`config.mk`:
```
export PLATFORM = sky130hd
export DESIGN_NAME = amo_seq
export DESIGN_NICKNAME = d
export VERILOG_FILES = /design/src/rtl/amo_seq.sv
export SDC_FILE = /design/constraint.sdc
export NUM_CORES = 1
export LEC_CHECK = 0
export ABC_AREA = 1
export ABC_CLOCK_PERIOD_IN_PS = 4700
export CAP_MARGIN = 30
export CORE_AREA = 8 8 135 137
export DETAILED_ROUTE_END_ITERATION = 12
export DIE_AREA = 0 0 143 145
export PLACE_DENSITY = 0.79
export SLEW_MARGIN = 20
export SYNTH_ARGS = -nofsm -noshare
export SYNTH_HDL_FRONTEND = slang
export SYNTH_SLANG_ARGS = --single-unit
```
`constraint.sdc`:
```
create_clock -name clk -period 4.7 [get_ports clk]
set_clock_uncertainty 0.2 [all_clocks]
set_input_delay 0.705 -clock clk [delete_from_list [all_inputs] [get_ports clk]]
set_output_delay 0.705 -clock clk [all_outputs]
set_load 0.05 [all_outputs]
```
`src/rtl/amo_seq.sv`:
```
// amo_seq: read-modify-write sequencer placed in front of the AMO compute unit.
// It takes one word AMO from execute and stalls the pipeline while it runs.
// It loads the word, passes the loaded value and rs2 to the AMO unit, and stores
// the unit's result back to memory. It then returns the original memory value
// for rd writeback. The block does no arithmetic; it only sequences and latches.

package amo_pkg;

    // AMO operation codes (funct5 encoding of the RV32A word AMOs).
    typedef enum logic [4:0] {
        AMOADD_W  = 5'b00000,
        AMOSWAP_W = 5'b00001,
        AMOXOR_W  = 5'b00100,
        AMOOR_W   = 5'b01000,
        AMOAND_W  = 5'b01100,
        AMOMIN_W  = 5'b10000,
        AMOMAX_W  = 5'b10100,
        AMOMINU_W = 5'b11000,
        AMOMAXU_W = 5'b11100
    } amoop_t;

endpackage

module amo_seq #(
    parameter int DATA_WIDTH = 32
) (
    input  logic                      clk,
    input  logic                      arst_n,

    // Request from execute
    input  logic                      amo_valid_in,
    input  amo_pkg::amoop_t           amoop_in,
    input  logic [DATA_WIDTH-1:0]     addr_in,
    input  logic [DATA_WIDTH-1:0]     rs2_in,

    // Pipeline / writeback
    output logic                      stall_out,
    output logic                      amo_done_out,
    output logic                      amo_err_out,
    output logic                      rd_we_out,
    output logic [DATA_WIDTH-1:0]     rd_data_out,

    // Data memory
    output logic                      mem_req_out,
    output logic                      mem_we_out,
    output logic [DATA_WIDTH-1:0]     mem_addr_out,
    output logic [DATA_WIDTH-1:0]     mem_wdata_out,
    output logic [DATA_WIDTH/8-1:0]   mem_mask_out,
    input  logic                      mem_gnt_in,
    input  logic                      mem_rvalid_in,
    input  logic [DATA_WIDTH-1:0]     mem_rdata_in,
    input  logic                      mem_err_in,

    // AMO compute unit
    output logic                      amo_wr_en_out,
    output amo_pkg::amoop_t           amo_op_out,
    output logic [DATA_WIDTH-1:0]     amo_rs1_out,
    output logic [DATA_WIDTH-1:0]     amo_rs2_out,
    input  logic [DATA_WIDTH-1:0]     amo_result_in
);

    import amo_pkg::*;

    typedef enum logic [2:0] {
        IDLE    = 3'd0,
        LD_REQ  = 3'd1,
        LD_WAIT = 3'd2,
        EXEC    = 3'd3,
        RES     = 3'd4,
        ST_REQ  = 3'd5,
        ST_WAIT = 3'd6,
        DONE    = 3'd7
    } state_t;

    localparam logic [DATA_WIDTH-1:0]   ZERO_WORD = {DATA_WIDTH{1'b0}};
    localparam logic [DATA_WIDTH/8-1:0] FULL_MASK = {(DATA_WIDTH/8){1'b1}};

    // Registered state and the operands captured for the running AMO
    state_t                  state_r;
    logic [DATA_WIDTH-1:0]   addr_q;
    logic [DATA_WIDTH-1:0]   rs2_q;
    amoop_t                  op_q;
    logic [DATA_WIDTH-1:0]   old_q;
    logic [DATA_WIDTH-1:0]   wdata_q;
    logic                    err_q;

    // Next-state values
    state_t                  state_s;
    logic [DATA_WIDTH-1:0]   addr_s;
    logic [DATA_WIDTH-1:0]   rs2_s;
    amoop_t                  op_s;
    logic [DATA_WIDTH-1:0]   old_s;
    logic [DATA_WIDTH-1:0]   wdata_s;
    logic                    err_s;

    logic                    aligned_s;

    assign aligned_s = (addr_in[1:0] == 2'b00);

    // State and operand registers; reset abandons any AMO in flight.
    always_ff @(posedge clk or negedge arst_n) begin
        if (!arst_n) begin
            state_r <= IDLE;
            addr_q  <= ZERO_WORD;
            rs2_q   <= ZERO_WORD;
            op_q    <= AMOADD_W;
            old_q   <= ZERO_WORD;
            wdata_q <= ZERO_WORD;
            err_q   <= 1'b0;
        end else begin
            state_r <= state_s;
            addr_q  <= addr_s;
            rs2_q   <= rs2_s;
            op_q    <= op_s;
            old_q   <= old_s;
            wdata_q <= wdata_s;
            err_q   <= err_s;
        end
    end

    // Next-state sequencing and operand capture for the load / compute / store walk.
    always_comb begin
        state_s = state_r;
        addr_s  = addr_q;
        rs2_s   = rs2_q;
        op_s    = op_q;
        old_s   = old_q;
        wdata_s = wdata_q;
        err_s   = err_q;

        case (state_r)
            IDLE: begin
                if (amo_valid_in) begin
                    if (aligned_s) begin
                        // Capture everything now; later changes on the inputs are ignored
                        addr_s  = addr_in;
                        rs2_s   = rs2_in;
                        op_s    = amoop_in;
                        state_s = LD_REQ;
                    end else begin
                        // Misaligned word AMO: report it without touching memory
                        err_s   = 1'b1;
                        state_s = DONE;
                    end
                end else begin
                    state_s = IDLE;
                end
            end

            LD_REQ: begin
                // A stray rvalid here cannot belong to this load and is ignored
                if (mem_gnt_in) begin
                    state_s = LD_WAIT;
                end else begin
                    state_s = LD_REQ;
                end
            end

            LD_WAIT: begin
                if (mem_rvalid_in) begin
                    old_s = mem_rdata_in;
                    if (mem_err_in) begin
                        // Failed load: skip compute and store entirely
                        err_s   = 1'b1;
                        state_s = DONE;
                    end else begin
                        state_s = EXEC;
                    end
                end else begin
                    state_s = LD_WAIT;
                end
            end

            EXEC: begin
                state_s = RES;
            end

            RES: begin
                // The AMO unit registers its result, so it is valid one cycle after the strobe
                wdata_s = amo_result_in;
                state_s = ST_REQ;
            end

            ST_REQ: begin
                if (mem_gnt_in) begin
                    state_s = ST_WAIT;
                end else begin
                    state_s = ST_REQ;
                end
            end

            ST_WAIT: begin
                if (mem_rvalid_in) begin
                    if (mem_err_in) begin
                        err_s = 1'b1;
                    end else begin
                        err_s = err_q;
                    end
                    state_s = DONE;
                end else begin
                    state_s = ST_WAIT;
                end
            end

            DONE: begin
                err_s   = 1'b0;
                state_s = IDLE;
            end

            default: begin
                state_s = IDLE;
            end
        endcase
    end

    // The op is presented continuously; the unit only samples it on the compute strobe.
    assign amo_op_out = op_q;

    // Output decode from the registered state; every output not driven by a state is 0.
    always_comb begin
        stall_out     = 1'b0;
        amo_done_out  = 1'b0;
        amo_err_out   = 1'b0;
        rd_we_out     = 1'b0;
        rd_data_out   = ZERO_WORD;
        mem_req_out   = 1'b0;
        mem_we_out    = 1'b0;
        mem_addr_out  = ZERO_WORD;
        mem_wdata_out = ZERO_WORD;
        mem_mask_out  = {(DATA_WIDTH/8){1'b0}};
        amo_wr_en_out = 1'b0;
        amo_rs1_out   = ZERO_WORD;
        amo_rs2_out   = ZERO_WORD;

        case (state_r)
            IDLE: begin
                // Stall as soon as a request shows up; held low while reset is asserted
                stall_out = amo_valid_in & arst_n;
            end

            LD_REQ: begin
                stall_out    = 1'b1;
                mem_req_out  = 1'b1;
                mem_we_out   = 1'b0;
                mem_addr_out = addr_q;
                mem_mask_out = FULL_MASK;
            end

            LD_WAIT: begin
                stall_out = 1'b1;
            end

            EXEC: begin
                stall_out     = 1'b1;
                amo_wr_en_out = 1'b1;
                amo_rs1_out   = old_q;
                amo_rs2_out   = rs2_q;
            end

            RES: begin
                stall_out = 1'b1;
            end

            ST_REQ: begin
                stall_out     = 1'b1;
                mem_req_out   = 1'b1;
                mem_we_out    = 1'b1;
                mem_addr_out  = addr_q;
                mem_wdata_out = wdata_q;
                mem_mask_out  = FULL_MASK;
            end

            ST_WAIT: begin
                stall_out = 1'b1;
            end

            DONE: begin
                // Stall is released here so the pipeline advances with the writeback
                amo_done_out = 1'b1;
                amo_err_out  = err_q;
                rd_we_out    = ~err_q;
                rd_data_out  = old_q;
            end

            default: begin
                stall_out = 1'b0;
            end
        endcase
    end

endmodule

```
; ---- After elaboration in Yosys (flattened, before gate mapping)
; Cells that the tools add are included.
[word_totals]
ff_bits = 137
latchBits = 0
ram_bits = 0
romBits = 0
inputBits = 139
out_inout_bits = 176
word_cells = 55
memories = 0
[op_classes]
add_sub_neg = 0
multipliers = 0
div_mod_pow = 0
order_cmp = 0
eq_ne = 11
shifts = 0
muxes = 26
n_bitwise = 2
reduce_logical = 9
[op_table]
columns = op, n
row1 = $mux W32, 5
row2 = $pmux W3 S8, 1
row3 = $eq A3 B3 Y1 const B, 4
row4 = $mux W3, 4
row5 = $mux W1, 11
row6 = $eq A3 B2 Y1 const B, 2
row7 = $reduce_or A6 Y1, 1
row8 = $reduce_and A5 Y1, 1
row9 = $mux W2, 2
row10 = $mux W4, 1
row11 = $ne A2 B1 Y1 const B, 2
row12 = $ne A2 B2 Y1 const B, 2
row13 = $reduce_or A2 Y1, 2
row14 = $eq A3 B1 Y1 const B, 1
row15 = $logic_not A3 Y1, 1
row16 = $pmux W1 S3, 1
row17 = $reduce_and A3 Y1, 1
row18 = $reduce_bool A3 Y1, 1
row19 = $logic_not A2 Y1, 1
row20 = $pmux W1 S2, 1
row21 = $reduce_and A2 Y1, 1
row22 = $and A1 B1 Y1, 1
row23 = $not A1 Y1, 1

; ---- Depth between registers and ports, before layout
; Gate-level depths: netlist of the first run.
[logic_depth]
depth_word = 4
depth_mapped = 9
mapped_depth_nobuf = 7

; ---- Least setup slack after synthesis of the first run
; Ideal clock, no wire load.
[synth_timing]
path_kind = register to output
from = reg state_r[0]
to = out mem_addr_out[10]
t_arrival_ps = 2504
t_required_ps = 3795
setup_slack_ps = 1291
path_stages_with_launch = 6
path_buffers = 1
cell_sequence = dfrtp_1 > inv_1 > nor2_1 > inv_1 > buf_1 > nor2_1
[synth_between]
elab_chain_len = 3
elab_cells_between_ends = 4
classes_between = eq/ne: 2 / mux: 1 / reduce/logical: 1
[synth_lines]
columns = element, line_no
row1 = start: declaration, 79  ; state_t state_r;
row2 = start signal: assignment, 111  ; state_r <= state_s;
row3 = $eq A3 B3 Y1 or $eq A3 B1 Y1 (tied branches), 235  ; case (state_r)
row4 = $reduce_or A2 Y1 (no source line) (*), -
row5 = $mux W32 (*), 235
row6 = end: declaration, 46  ; output logic [DATA_WIDTH-1:0] mem_addr_out,
; Every way passes the cells marked *; elsewhere a longest branch is shown, timed or not.

; ---- Final worst setup path of the first run
[layout_timing]
from = reg state_r[0]
to = out mem_addr_out[21]
; Same word-level chain as after synthesis.

==> results.toml, run 1 <==
[run_status]
outcome = "finished, final reports clean"

[critical_path]
crit_type = "flop to output port"
worstPathCellList = "inv_1 > nor2_1 > clkinv_1 > buf_16 > nor2_1 > clkdlybuf4s50_1"
rrSetupSlack_ps = 2290
critical_path.n_buffers_inverters = 4
critical-path-max-stage-delay_ps = 830
required_worst_endpoint_ps = 3800
timing.reg2reg.worst_path_depth = 6
endpoint_kind = "output port"
worstSetupStartpoint = "state_r[0]$_DFF_PN0_"
slowest_stage = "sky130_fd_sc_hd__clkdlybuf4s50_1"
critical_path_arrival_ps = 3060
crit_path_start_kind = "flop"
timing.rr.end = "addr_q[19]$_DFFE_PN0P_"
worst_path_most_repeated_cell = "sky130_fd_sc_hd__nor2_1"
crit_path_max_fanout = 24
crit-reg2reg-launch = "state_r[1]$_DFF_PN0_"
critPathTopFamily = "buffers and inverters"

[die]
die-area_um2 = 20700
num_rows = 47
design.core.area_um2 = 16200
io_pins = 315
die_h_um = 145
die_x_um = 143
floorplan.initialDensity_pct = 38.9

[route]
via_per_inst = 4.47
via_count = 5914
detailedRoute.firstIterationViolations = 246
drt_first_pass_iters = 4
drt.antenna.violating_nets = 0
remaining_drc_errors = 0
totalWireLength_um = 20400
mean_routed_wirelength_per_cell_um = 15.4

[clock_tree]
cts.hold.buffers_added = 1
cts_tree = "done"
ctsRootBufferMaster = "sky130_fd_sc_hd__clkbuf_16"
clkTransAtPathRegs_ps = 60
clock_insertion_delay_worst_skew_ps = 400
clk_path_buf_depth = 2
cts_htree_levels = 4
tritoncts_num_sinks = 137
cts.repair.resized = 0
post_cts_buffers = 0
cts_made_buffers = 17

[global_routing]
first_global_vias = 6064
grtUsageTotal_pct = 19.6
grt_overflow_total = 0
number_of_antenna_violations_at_the_first_check_in_global_routing = 0
grt_first_pass_wirelength_um = 31900
grt_max_degree = 70

[min_path]
hold_path_end = "addr_q[0]$_DFFE_PN0P_"
holdPathStages = 2
start_point_of_the_worst_hold_path = "addr_q[0]$_DFFE_PN0P_"
worst_hold_path_type = "flop to flop"

[place]
dpl_worst_slack_ps = 1210
port-buffer-count = 314
globalplace.congestion = 0.847
placement.cell_area_um2 = 9530
hpwlAfterDp_um = 15700

[finish]
layout_common_cells = "313 x sky130_fd_sc_hd__clkdlybuf4s50_1, 235 x sky130_fd_sc_hd__nor2_1, 138 x sky130_fd_sc_hd__inv_1"
final_cell_area_um2 = 10200
nNetsFinal = 1231
areaGrowthSynthToFinish_pct = 61.9
antenna_cells_inserted = 0
most_common_cell_after_layout_fill_and_taps_aside = "sky130_fd_sc_hd__clkdlybuf4s50_1"
postLayoutCoreUtil_pct = 63.1
drive_gt1_share_pct = 6.70

[pwr]
max-vdd-ir-drop_mv = 0.448
p_clk_share_pct = 17.7
power_frac_comb_pct = 55.8
switching_share_pct = 47.8
p_int_mw = 3.83
p_leak_nw = 4.83
p_sw_mw = 3.50
power.density_nw_per_um2 = 719
power.sequential.fraction_pct = 26.5

[timing]
share_of_the_cycle_needed_by_the_critical_path_after_routing_pct = 84.3
max_clock_freq_mhz = 252
worst-slew-pin-transition_ps = 725
fin_setup_tns_ps = 0
post-route-worst-setup-slack_ps = 739
hold-worst-slack_ps = 305
final-max-slew-violation-count = 0
rsz0062_at_grt = "false"
setup_viol = 0
period_needed_ps = 3960
worst_slew_margin_rel_pct = 51.6
final_hold_viol_count = 0

[synth]
synth_cell_type_count = 23
syn_nets = 932
netlist_instances = 793
synth_area_leader_cell = "sky130_fd_sc_hd__dfrtp_1"
synth-seq-area-share_pct = 54.4
synthesis.area_per_instance_um2 = 7.94
area_share_of_the_largest_cell_type_after_synthesis_pct = 54.4
yosys_register_bits = 137
synth-warning-count = 0
netlist_top_cells_area = "sky130_fd_sc_hd__dfrtp_1 54%, sky130_fd_sc_hd__nor2_1 14%, sky130_fd_sc_hd__inv_1 8.3%"
synthesis.area_um2 = 6300

[flow_run]
drv.max_cap_violation_count = 0
-- layer usage --
metal  track usage [%]  part of all wire (%)  vias up  routed length, um
met4              8.08                   2.6        0                521
met1              21.9                    40     2699               8150
met5                 0                     0        -                  0
met2              32.9                    48      226               9740
met3              7.38                   9.8       32               2010
li1                  -                     -     2957                  -
-- worst reg2reg max path, cell delays in order, from the launching register on --
cell and delay (ps):
sky130_fd_sc_hd__dfrtp_1 440, sky130_fd_sc_hd__nor3_4 360, sky130_fd_sc_hd__nand2_2 220, sky130_fd_sc_hd__clkinv_2 570
sky130_fd_sc_hd__buf_4 390, sky130_fd_sc_hd__nand2_1 80, sky130_fd_sc_hd__o21ai_0 80
-- stage by stage --
step                power, mW  cells
detailed placement       6.05   1289
CTS                      7.38   1321
finish                   7.33   1324
global placement         5.95   1286
floorplan                4.70    793
global route             7.76   1324
-- synth_stat cells, drive strengths merged --
cell type / number
dfrtp: 137
inv: 142
nand2: 93
nor2: 235
nand3: 6
clkinv: 1
buf: 36
a21oi: 64
o21ai: 64
clkbuf: 11
o211ai: 1
nor3: 1
nand4: 2
-- state kept, by name (all words and copies together) (netlist names) --
name and count:
wdata_q 32, old_q 32, state_r 3, err_q 1
amo_op_out 5, rs2_q 32, addr_q 32
-- worst max path at each step --
stage,to,slack [ps],cells past startpoint
5_1_grt,mem_addr_out[21],500,6
3_5_place_dp,mem_addr_out[18],1210,5
4_1_cts,mem_addr_out[18],740,5
3_3_place_gp,mem_addr_out[28],1350,5
2_1_floorplan,mem_addr_out[10],1290,5
6_report,mem_addr_out[21],740,6
-- logic make-up after synthesis --
logic type / count (synthesis) / synth area share [%]
AO/OA/AOI/OAI: 129 / 11.6
buffers and inverters: 190 / 13.4
flip-flops: 137 / 54.4
AND/OR/NAND/NOR: 337 / 20.6
-- power by group through the flow --
stage	clock, mW	sequential, mW	combinational [mW]
after floorplan	0	1.98	2.72
after global placement	0	1.94	4.01
after detailed placement	0	1.96	4.09
after CTS	1.33	1.94	4.10
after global routing	1.37	2.00	4.39
final	1.30	1.94	4.09
-- layout make-up --
type | instances | area, um2
fill | 1365 | 5970
sequential | 137 | 3430
clock inverter | 14 | 149
inverter | 143 | 538
clock buffer | 17 | 425
multi-input combinational | 466 | 2030
tap | 220 | 275
timing repair buffer | 327 | 3350
(Power assumes the default switching activity.)
==> run 2, diff against run 1 <==
--- a/config.mk
+++ b/config.mk
@@ -6,12 +6,12 @@
 export NUM_CORES = 1
 export LEC_CHECK = 0
 export ABC_AREA = 1
-export ABC_CLOCK_PERIOD_IN_PS = 4700
+export ABC_CLOCK_PERIOD_IN_PS = 3200
 export CAP_MARGIN = 30
-export CORE_AREA = 8 8 135 137
+export CORE_AREA = 8 8 140 142
 export DETAILED_ROUTE_END_ITERATION = 12
-export DIE_AREA = 0 0 143 145
-export PLACE_DENSITY = 0.79
+export DIE_AREA = 0 0 148 150
+export PLACE_DENSITY = 0.77
 export SLEW_MARGIN = 20
 export SYNTH_ARGS = -nofsm -noshare
 export SYNTH_HDL_FRONTEND = slang
==> constraint.sdc (replaced) <==
create_clock -name clk -period 3.2 [get_ports clk]
set_clock_uncertainty 0.2 [all_clocks]
set_input_delay 0.48 -clock clk [delete_from_list [all_inputs] [get_ports clk]]
set_output_delay 0.48 -clock clk [all_outputs]
set_load 0.05 [all_outputs]
==> run 2 against run 1 <==
Net effect:
- die area grew 7.1%
- register-to-register slack got worse by 1300 ps
- via count decreased by 0.54%
- clock power grew 45%
- critical path depth is the same
- total power is 50% higher
- design area increased by 4.0%
- critical path type unchanged
==> results.toml, run 2 (synthesis gave the netlist of run 1 again) <==
[run_status]
outcome = "finished, final reports clean"

[timing]
final_hold_viol_count = 0
worst_slew_margin_rel_pct = 49.0
period_needed_ps = 3060
share_of_the_cycle_needed_by_the_critical_path_after_routing_pct = 95.8
fin_setup_tns_ps = 0
setup_viol = 0
max_clock_freq_mhz = 326
final-max-slew-violation-count = 0
post-route-worst-setup-slack_ps = 136
worst-slew-pin-transition_ps = 766

[global_routing]
first_global_vias = 5819
grt_overflow_total = 0
number_of_antenna_violations_at_the_first_check_in_global_routing = 1
grtUsageTotal_pct = 17.5
grt_first_pass_wirelength_um = 30600
grt_max_degree = 72

[critical_path]
crit_path_start_kind = "flop"
worstSetupStartpoint = "state_r[1]$_DFF_PN0_"
required_worst_endpoint_ps = 2520
crit_path_max_fanout = 56
rrSetupSlack_ps = 970
crit_type = "flop to output port"
endpoint_kind = "output port"
crit-reg2reg-launch = "state_r[0]$_DFF_PN0_"
critical_path_arrival_ps = 2380

[clock_tree]
cts_made_buffers = 17
clkTransAtPathRegs_ps = 60
cts_tree = "done"
cts_htree_levels = 4
tritoncts_num_sinks = 137
clk_path_buf_depth = 2
post_cts_buffers = 0
clock_insertion_delay_worst_skew_ps = 400
ctsRootBufferMaster = "sky130_fd_sc_hd__clkbuf_16"

[finish]
nNetsFinal = 1230
layout_common_cells = "235 x sky130_fd_sc_hd__nor2_1, 167 x sky130_fd_sc_hd__clkdlybuf4s50_1, 139 x sky130_fd_sc_hd__inv_1"
areaGrowthSynthToFinish_pct = 68.3
fillers = 1504
postLayoutCoreUtil_pct = 60.5
drive_gt1_share_pct = 12.4
most_common_cell_after_layout_fill_and_taps_aside = "sky130_fd_sc_hd__nor2_1"

[place]
globalplace.congestion = 0.802
port-buffer-count = 314
dpl_worst_slack_ps = 457
hpwlAfterDp_um = 15200

[route]
drt_first_pass_iters = 5
via_per_inst = 4.42
mean_routed_wirelength_per_cell_um = 15.0
detailedRoute.firstIterationViolations = 253
totalWireLength_um = 20000
remaining_drc_errors = 0
drt.antenna.violating_nets = 0
via_count = 5882

[pwr]
power.density_nw_per_um2 = 1040
max-vdd-ir-drop_mv = 0.598
p_leak_nw = 6.48

[flow_run]
drv.max_cap_violation_count = 0

[die]
floorplan.initialDensity_pct = 35.9
die_h_um = 150
die-area_um2 = 22200
die_x_um = 148
num_rows = 49
io_pins = 315
design.core.area_um2 = 17500

[min_path]
worst_hold_path_type = "input port to asynchronous set/reset pin"
## run 2: cell count changes in the layout (fill, tap and decap cells not counted), sizes merged
cell | previous run | this run
clkinv | 7 | 9
clkdlybuf4s50 | 313 | 167
inv | 144 | 143
clkinvlp | 4 | 1
diode | 0 | 1
buf | 13 | 77
dlymetal6s2s | 0 | 81
clkbuf | 17 | 18
## run 2: through the flow
stage               hold WS [ps]  std cells  power [mW]  cell area (um2)
CTS                          234       1330        11.2            10400
finish                       254       1332        11.0            10600
floorplan                  -15.6        793        6.90             6300
global placement            82.7       1299        9.10             9790
detailed placement          81.4       1299        9.23             9790
global route                 223       1332        11.7            10600
## run 2: what timing repair did
item,CTS,global route
endpoints found under the hold margin,5,0
endpoints found under the setup margin,0,81
gates resized for setup,0,81
hold buffers,1,0
## run 2: path summary, 6_finish.rpt
check                                             to  cells after the start
max                                  amo_rs1_out[10]                      6
min                          wdata_q[19]$_DFFE_PN0P_                      2
max reg2reg                     old_q[7]$_DFFE_PN0P_                      7
min reg2reg                amo_op_out[0]$_DFFE_PN0P_                      2
max in group asynchronous       old_q[9]$_DFFE_PN0P_                      3
min in group clk           amo_op_out[0]$_DFFE_PN0P_                      2
## run 2: final cells by class
| cell class | count | area, um2 | share of cell area (%) |
|---|---|---|---|
| Timing Repair Buffer | 326 | 3750 | 35.3 |
| Multi-Input combinational cell | 466 | 2030 | 19.2 |
| Clock buffer | 18 | 439 | 4.14 |
| Sequential cell | 137 | 3430 | 32.3 |
| Tap cell | 229 | 287 | 2.70 |
| Antenna cell | 1 | 2.50 | 0.0236 |
| Inverter | 143 | 538 | 5.07 |
| Clock inverter | 12 | 128 | 1.20 |
## run 2: power by group
part | internal [mW] | total [mW] | switching [mW] | leakage [nW]
clock | 1.16 | 1.88 | 0.726 | 0.282
sequential | 2.58 | 2.84 | 0.260 | 1.55
combinational | 2.11 | 6.28 | 4.17 | 4.65
total | 5.85 | 11.0 | 5.16 | 6.48
## run 2: metal layers
metal	global-route usage [%]	share of wire, %
met1	19.4	39
met2	29.7	50
met3	7.98	9.3
met4	5.05	1.3
met5	0	0
## run 2: critical path, cell delays in order (launching register included)
cell and delay [ps]:
sky130_fd_sc_hd__dfrtp_1 440, sky130_fd_sc_hd__nand2_1 100, sky130_fd_sc_hd__nor2_1 150, sky130_fd_sc_hd__inv_2 130, sky130_fd_sc_hd__buf_12 190, sky130_fd_sc_hd__nor2_1 120
sky130_fd_sc_hd__clkdlybuf4s50_1 810
==> RTL edit 1 (config.mk and constraints of run 2) <==
Change the parameter `DATA_WIDTH` from 32 to 24.
--- a/src/rtl/amo_seq.sv
+++ b/src/rtl/amo_seq.sv
@@ -24,3 +24,3 @@
 module amo_seq #(
-    parameter int DATA_WIDTH = 32
+    parameter int DATA_WIDTH = 24
 ) (
Interface: changed (10 resized); port bits go from 315 to 242. The function was not compared with the original's and may differ.
==> RTL edit 1 against run 2 <==
Setup slack worse by 0.076 ns; synthesized area is 24% lower; cell area is 24% lower; die area stayed put; routed wire length is 24% lower; combinational power is 25% lower; sequential cell count is 32 lower; power is 26% lower; critical path type unchanged; largest power group unchanged.
==> RTL edit 1: results (changes against run 2) <==
===============================================================================================
Outcome                                                                            finished, final reports clean
First-pass GRT wire length                                                             23000 um   -25%
Number of nets at the end of the flow                                                       943   -23%
R2R Path Start                                                                     state_r[1]$_DFF_PN0_
Reg2Reg Setup Slack                                                                     1.25 ns   +0.28 ns
Cell Area, Placed                                                                     7530 um^2   -23%
Post-synthesis cell type count                                                               19   -17%
Crit-path slowest cell                                                             sky130_fd_sc_hd__clkdlybuf4s50_1
H-Tree Level Count                                                                            3   -1
Post-route worst hold slack                                                           0.0561 ns   -0.198 ns
Routability congestion estimate from global placement                                     0.747   -6.9%
Leakage component of the power                                                          5.07 nW   -22%
Net Count, Synth                                                                            719   -23%
Clock tree buffer depth                                                                       2   unchanged
Worst R2R Path Depth                                                                          6   -1
Dominant cells by area after synthesis                                             sky130_fd_sc_hd__dfrtp_1 55%, sky130_fd_sc_hd__nor2_1 14%, sky130_fd_sc_hd__inv_1 8.4%
Most frequent cells after synthesis                                                179 x sky130_fd_sc_hd__nor2_1, 107 x sky130_fd_sc_hd__inv_1, 105 x sky130_fd_sc_hd__dfrtp_1
I/O Buffers                                                                                 241   -23%
Setup repair bufs after CTS                                                                   0   unchanged
Hold Crit Class                                                                    primary input to asynchronous set/reset pin
Primary flip-flop cell chosen by synthesis mapping                                 sky130_fd_sc_hd__dfrtp_1
Max Fanout on Critical Path                                                                  24   -57%
Antenna violations before repair                                                              0   -1
Number of buffers inserted during clock tree synthesis                                        9   -8
Number of global-route vias before repair                                                  4501   -23%
Max IR drop VDD                                                                        0.551 mV   -7.9%
Fraction of layout instances using a drive strength above 1                              0.0844   -0.0399
Worst endpoint data arrival time                                                        2.46 ns   +0.08 ns
Number of inserted diodes                                                                     0   -1
Reg2Reg Capture Point                                                              addr_q[14]$_DFFE_PN0P_
Synth async-reset ratio                                                                    1.00   unchanged
Wire per inst                                                                           14.2 um   -5.6%
First-pass iteration count of the detailed router                                             4   -1
Number of warnings printed during yosys synthesis                                             0   unchanged
Max incr delay on CP                                                                    0.82 ns
Largest delay share family, worst path                                             buffers and inverters
Detail Placement HPWL                                                                  11100 um   -27%
Clock input transition at the sequential cells of the worst setup and hold paths        0.07 ns
GRT Overall Usage                                                                         0.131   -0.0439
Fill cell count                                                                            1679   +12%
Mean number of vias per cell                                                               4.21   -4.8%
Number of DRC markers after the initial detailed-route iteration                            205   -19%
Clock latency on the worst-skew pair                                                    0.34 ns   -0.06 ns
Post-synthesis sequential area ratio                                                      0.547   +0.00286
Maximum number of pins on one net before global-route repair                                106   +47%
Cell chosen for the clock root                                                     sky130_fd_sc_hd__clkbuf_16
Transition time of the tightest slew-check pin                                         0.850 ns   +0.0843 ns
===============================================================================================
==> RTL edit 1: cell count changes after synthesis, moves of 16 or more <==
cell | run 2 | this run
sky130_fd_sc_hd__a21oi_1 | 64 | 48
sky130_fd_sc_hd__dfrtp_1 | 137 | 105
sky130_fd_sc_hd__inv_1 | 140 | 107
sky130_fd_sc_hd__nand2_1 | 92 | 76
sky130_fd_sc_hd__nor2_1 | 235 | 179
sky130_fd_sc_hd__o21ai_2 | 22 | 0
==> RTL edit 1: through the flow <==
stage / cells / util / TNS [ns] / worst slack, ns
floorplan: 612 / - / 0 / 0.0602
global placement: 1053 / 0.429 / 0 / 0.458
detailed placement: 1053 / 0.429 / 0 / 0.371
CTS: 1069 / 0.448 / 0 / 0.000812
global route: 1070 / 0.459 / -0.149 / -0.149
finish: 1070 / 0.459 / 0 / 0.0604
==> RTL edit 1: layout make-up <==
cell class,count,share of cell area
clock buffer,9,0.0280
sequential,105,0.326
multi-input combinational,362,0.189
tap,229,0.0356
timing repair buffer,247,0.354
clock inverter,7,0.0146
inverter,111,0.0520
==> RTL edit 1: metal layers <==
metal | share of wire | global-route usage | vias up
met4 | 0.020 | 0.0556 | 0
met3 | 0.076 | 0.0454 | 20
met2 | 0.46 | 0.210 | 163
li1 | - | - | 2262
met5 | 0 | 0 | -
met1 | 0.44 | 0.158 | 2055
==> RTL edit 1: cell families after synthesis <==
logic type / count (synthesis) / share of synthesized area
AOI/OAI and AO/OA: 97 / 0.102
buffers and inverters: 145 / 0.136
DFF: 105 / 0.547
and+or+nand+nor: 265 / 0.215
==> RTL edit 1: how the worst max path moves through the flow <==
stage	from	to	depth (start not counted)
after floorplan	state_r[0]$_DFF_PN0_	mem_addr_out[10]	5
after global placement	state_r[2]$_DFF_PN0_	rd_data_out[5]	5
after detailed placement	state_r[1]$_DFF_PN0_	mem_wdata_out[18]	6
after CTS	state_r[1]$_DFF_PN0_	mem_wdata_out[19]	6
after global routing	state_r[1]$_DFF_PN0_	mem_wdata_out[15]	6
final	state_r[1]$_DFF_PN0_	mem_wdata_out[15]	6
==> RTL edit 1: timing repair <==
action                                  CTS  global route
gates cloned                              0             0
endpoints found under the setup margin   12            71
gates resized for setup                  12            70
pin swaps                                 0             0
==> RTL edit 1: where the power goes <==
part           total, mW  switching [mW]  leakage [nW]  internal [mW]
sequential          2.18           0.206          1.19           1.97
clock               1.27           0.503         0.170          0.767
combinational       4.73            3.18          3.71           1.55
==> RTL edit 1: worst register-to-register path: cells and delay by family, from the launching register on <==
kind | cells | cell delay [ns]
DFF | 1 | 0.43
buffers and inverters | 2 | 0.61
AOI/OAI and AO/OA | 1 | 0.07
and+or+nand+nor | 3 | 0.56
==> RTL edit 2 (settings of run 2) <==
Made on the original files. Re-encode `state_t` (8 states) as one-hot, 8 bits wide.
--- a/src/rtl/amo_seq.sv
+++ b/src/rtl/amo_seq.sv
@@ -63,11 +63,11 @@
 
-    typedef enum logic [2:0] {
-        IDLE    = 3'd0,
-        LD_REQ  = 3'd1,
-        LD_WAIT = 3'd2,
-        EXEC    = 3'd3,
-        RES     = 3'd4,
-        ST_REQ  = 3'd5,
-        ST_WAIT = 3'd6,
-        DONE    = 3'd7
+    typedef enum logic [7:0] {
+        IDLE    = 8'b00000001,
+        LD_REQ  = 8'b00000010,
+        LD_WAIT = 8'b00000100,
+        EXEC    = 8'b00001000,
+        RES     = 8'b00010000,
+        ST_REQ  = 8'b00100000,
+        ST_WAIT = 8'b01000000,
+        DONE    = 8'b10000000
     } state_t;
Behaviour: same outputs for any inputs over 4 cycles, from zero or initial values and one cycle with arst_n low; so few cycles prove little.
==> RTL edit 2 against run 2 <==
Setup slack worse by 0.033 ns; synthesized area is 2.8% higher; sequential cell count is 5 higher; routed wire length is 10% higher; cell area is 7.6% higher; critical endpoint is now rd_data_out[25]; synthesized cell count is 3.7% higher; register-to-register slack better by 0.12 ns.
Power is not compared: it rests on default switching activity, and its combinational part moved more than twofold at a synthesized area within 25%.
==> RTL edit 2: results (changes against run 2) <==
===============================================================================
Maximum number of pins on one net before global-route repair                108   +50%
Net Count, Synth                                                            961   +3.1%
Max Fanout on Critical Path                                                  34   -39%
M1 wire length                                                          8740 um   +11%
Post-synthesis sequential area ratio                                      0.549   +0.00479
GRT Overall Usage                                                         0.197   +0.0223
Mean number of vias per cell                                               4.57   +3.4%
Number of inserted diodes                                                     0   -1
Synth async-reset ratio                                                    1.00   unchanged
Max incr delay on CP                                                    0.39 ns   -0.42 ns
Routed length on met2                                                  11200 um   +12%
Headroom to the max-slew limit                                            0.453   -0.0363
Outcome                                                            finished, final reports clean
Synthesized-area fraction occupied by ao, oa, aoi and oai cells           0.105   -0.0114
Routability congestion estimate from global placement                     0.820   +2.2%
Number of global-route vias before repair                                  6465   +11%
Crit-path slowest cell                                             sky130_fd_sc_hd__dfrtp_1
Hold Crit Class                                                    primary input to asynchronous set/reset pin
Fraction of layout instances using a drive strength above 1               0.213   +0.0888
Detail Placement HPWL                                                  16500 um   +8.9%
Number of DRC markers after the initial detailed-route iteration            194   -23%
Wire per inst                                                           16.2 um   +8.2%
Most frequent cells after synthesis                                238 x sky130_fd_sc_hd__nor2_1, 144 x sky130_fd_sc_hd__inv_1, 141 x sky130_fd_sc_hd__dfrtp_1
Number of nets at the end of the flow                                      1258   +2.3%
Post-Synthesis Mean Instance Area                                     7.88 um^2   -0.85%
Post-synthesis cell type count                                               24   +4.3%
Fill cell count                                                            1400   -6.9%
Worst endpoint data arrival time                                        2.42 ns   +0.04 ns
Dominant cells by area after synthesis                             sky130_fd_sc_hd__dfrtp_1 55%, sky130_fd_sc_hd__nor2_1 14%, sky130_fd_sc_hd__inv_1 8.3%
Top layer used by detailed routing                                         met5
First-pass GRT wire length                                             34400 um   +12%
===============================================================================
[RTL edit 2: changes by cell type after synthesis, sizes merged, moves of 4 or more]
cell / before / now
clkbuf: 11 / 17
inv: 142 / 148
nor2: 235 / 241
buf: 36 / 31
dfrtp: 137 / 141
nand2: 93 / 97
[RTL edit 2: what timing repair did]
item,in CTS,in global routing
resized for setup,0,24
hold buffers,1,0
setup endpoints to repair,0,77
endpoints found under the hold margin,7,0
[RTL edit 2: kinds of logic (layout without fill, tap and decap cells)]
group | count (synthesis) | after routing
DFF | 142 | 142
and+or+nand+nor | 350 | 351
AOI/OAI and AO/OA | 134 | 134
buffers and inverters | 196 | 504
[RTL edit 2: cell type report]
class / instances / share of cell area
clock buffer: 21 / 0.0386
sequential: 142 / 0.311
multi-input combinational: 485 / 0.189
timing repair buffer: 325 / 0.376
inverter: 148 / 0.0493
clock inverter: 10 / 0.0103
tap: 229 / 0.0251
[RTL edit 2: worst max-delay path, delay by kind of cell (launching register included)]
kind          cells  cell delay [ns]
simple gates      4             0.85
flops             1             0.39
buf+inv           4             0.74
[RTL edit 2: path summary, 6_finish.rpt]
path | from | end | slack, ns
min | arst_n | rs2_q[16]$_DFFE_PN0P_ | 0.23
min in group clk | amo_op_out[3]$_DFFE_PN0P_ | amo_op_out[3]$_DFFE_PN0P_ | 0.28
min reg2reg | amo_op_out[3]$_DFFE_PN0P_ | amo_op_out[3]$_DFFE_PN0P_ | 0.28
max reg2reg | state_r[3]$_DFF_PN0_ | addr_q[2]$_DFFE_PN0P_ | 1.09
max in group asynchronous | arst_n | old_q[20]$_DFFE_PN0P_ | 1.56
max | state_r[2]$_DFF_PN0_ | rd_data_out[25] | 0.10
[RTL edit 2: layer usage]
layer	track usage	up-vias
met4	0.0668	2
li1	-	3046
met2	0.343	234
met5	0	-
met3	0.0659	31
met1	0.223	2897
[RTL edit 2: power by group through the flow]
stage	logic [mW]	registers, mW	clock network (mW)
floorplan	1.15	2.58	0
CTS	2.00	2.49	1.93
global route	2.23	2.55	2.00
global placement	1.94	2.49	0
detailed placement	1.99	2.52	0
finish	2.03	2.49	1.88
[RTL edit 2: per-stage QoR]
stage / cells / setup slack, ns / hold slack, ns / instance area (um^2) / setup TNS [ns]
after floorplan: 822 / 0.129 / -0.0156 / 6470 / 0
after global placement: 1326 / 0.574 / 0.0873 / 10700 / 0
after detailed placement: 1326 / 0.477 / 0.0879 / 10700 / 0
after CTS: 1358 / 0.0138 / 0.202 / 11300 / 0
after global routing: 1360 / -0.0296 / 0.219 / 11400 / -0.122
final: 1360 / 0.103 / 0.229 / 11400 / 0
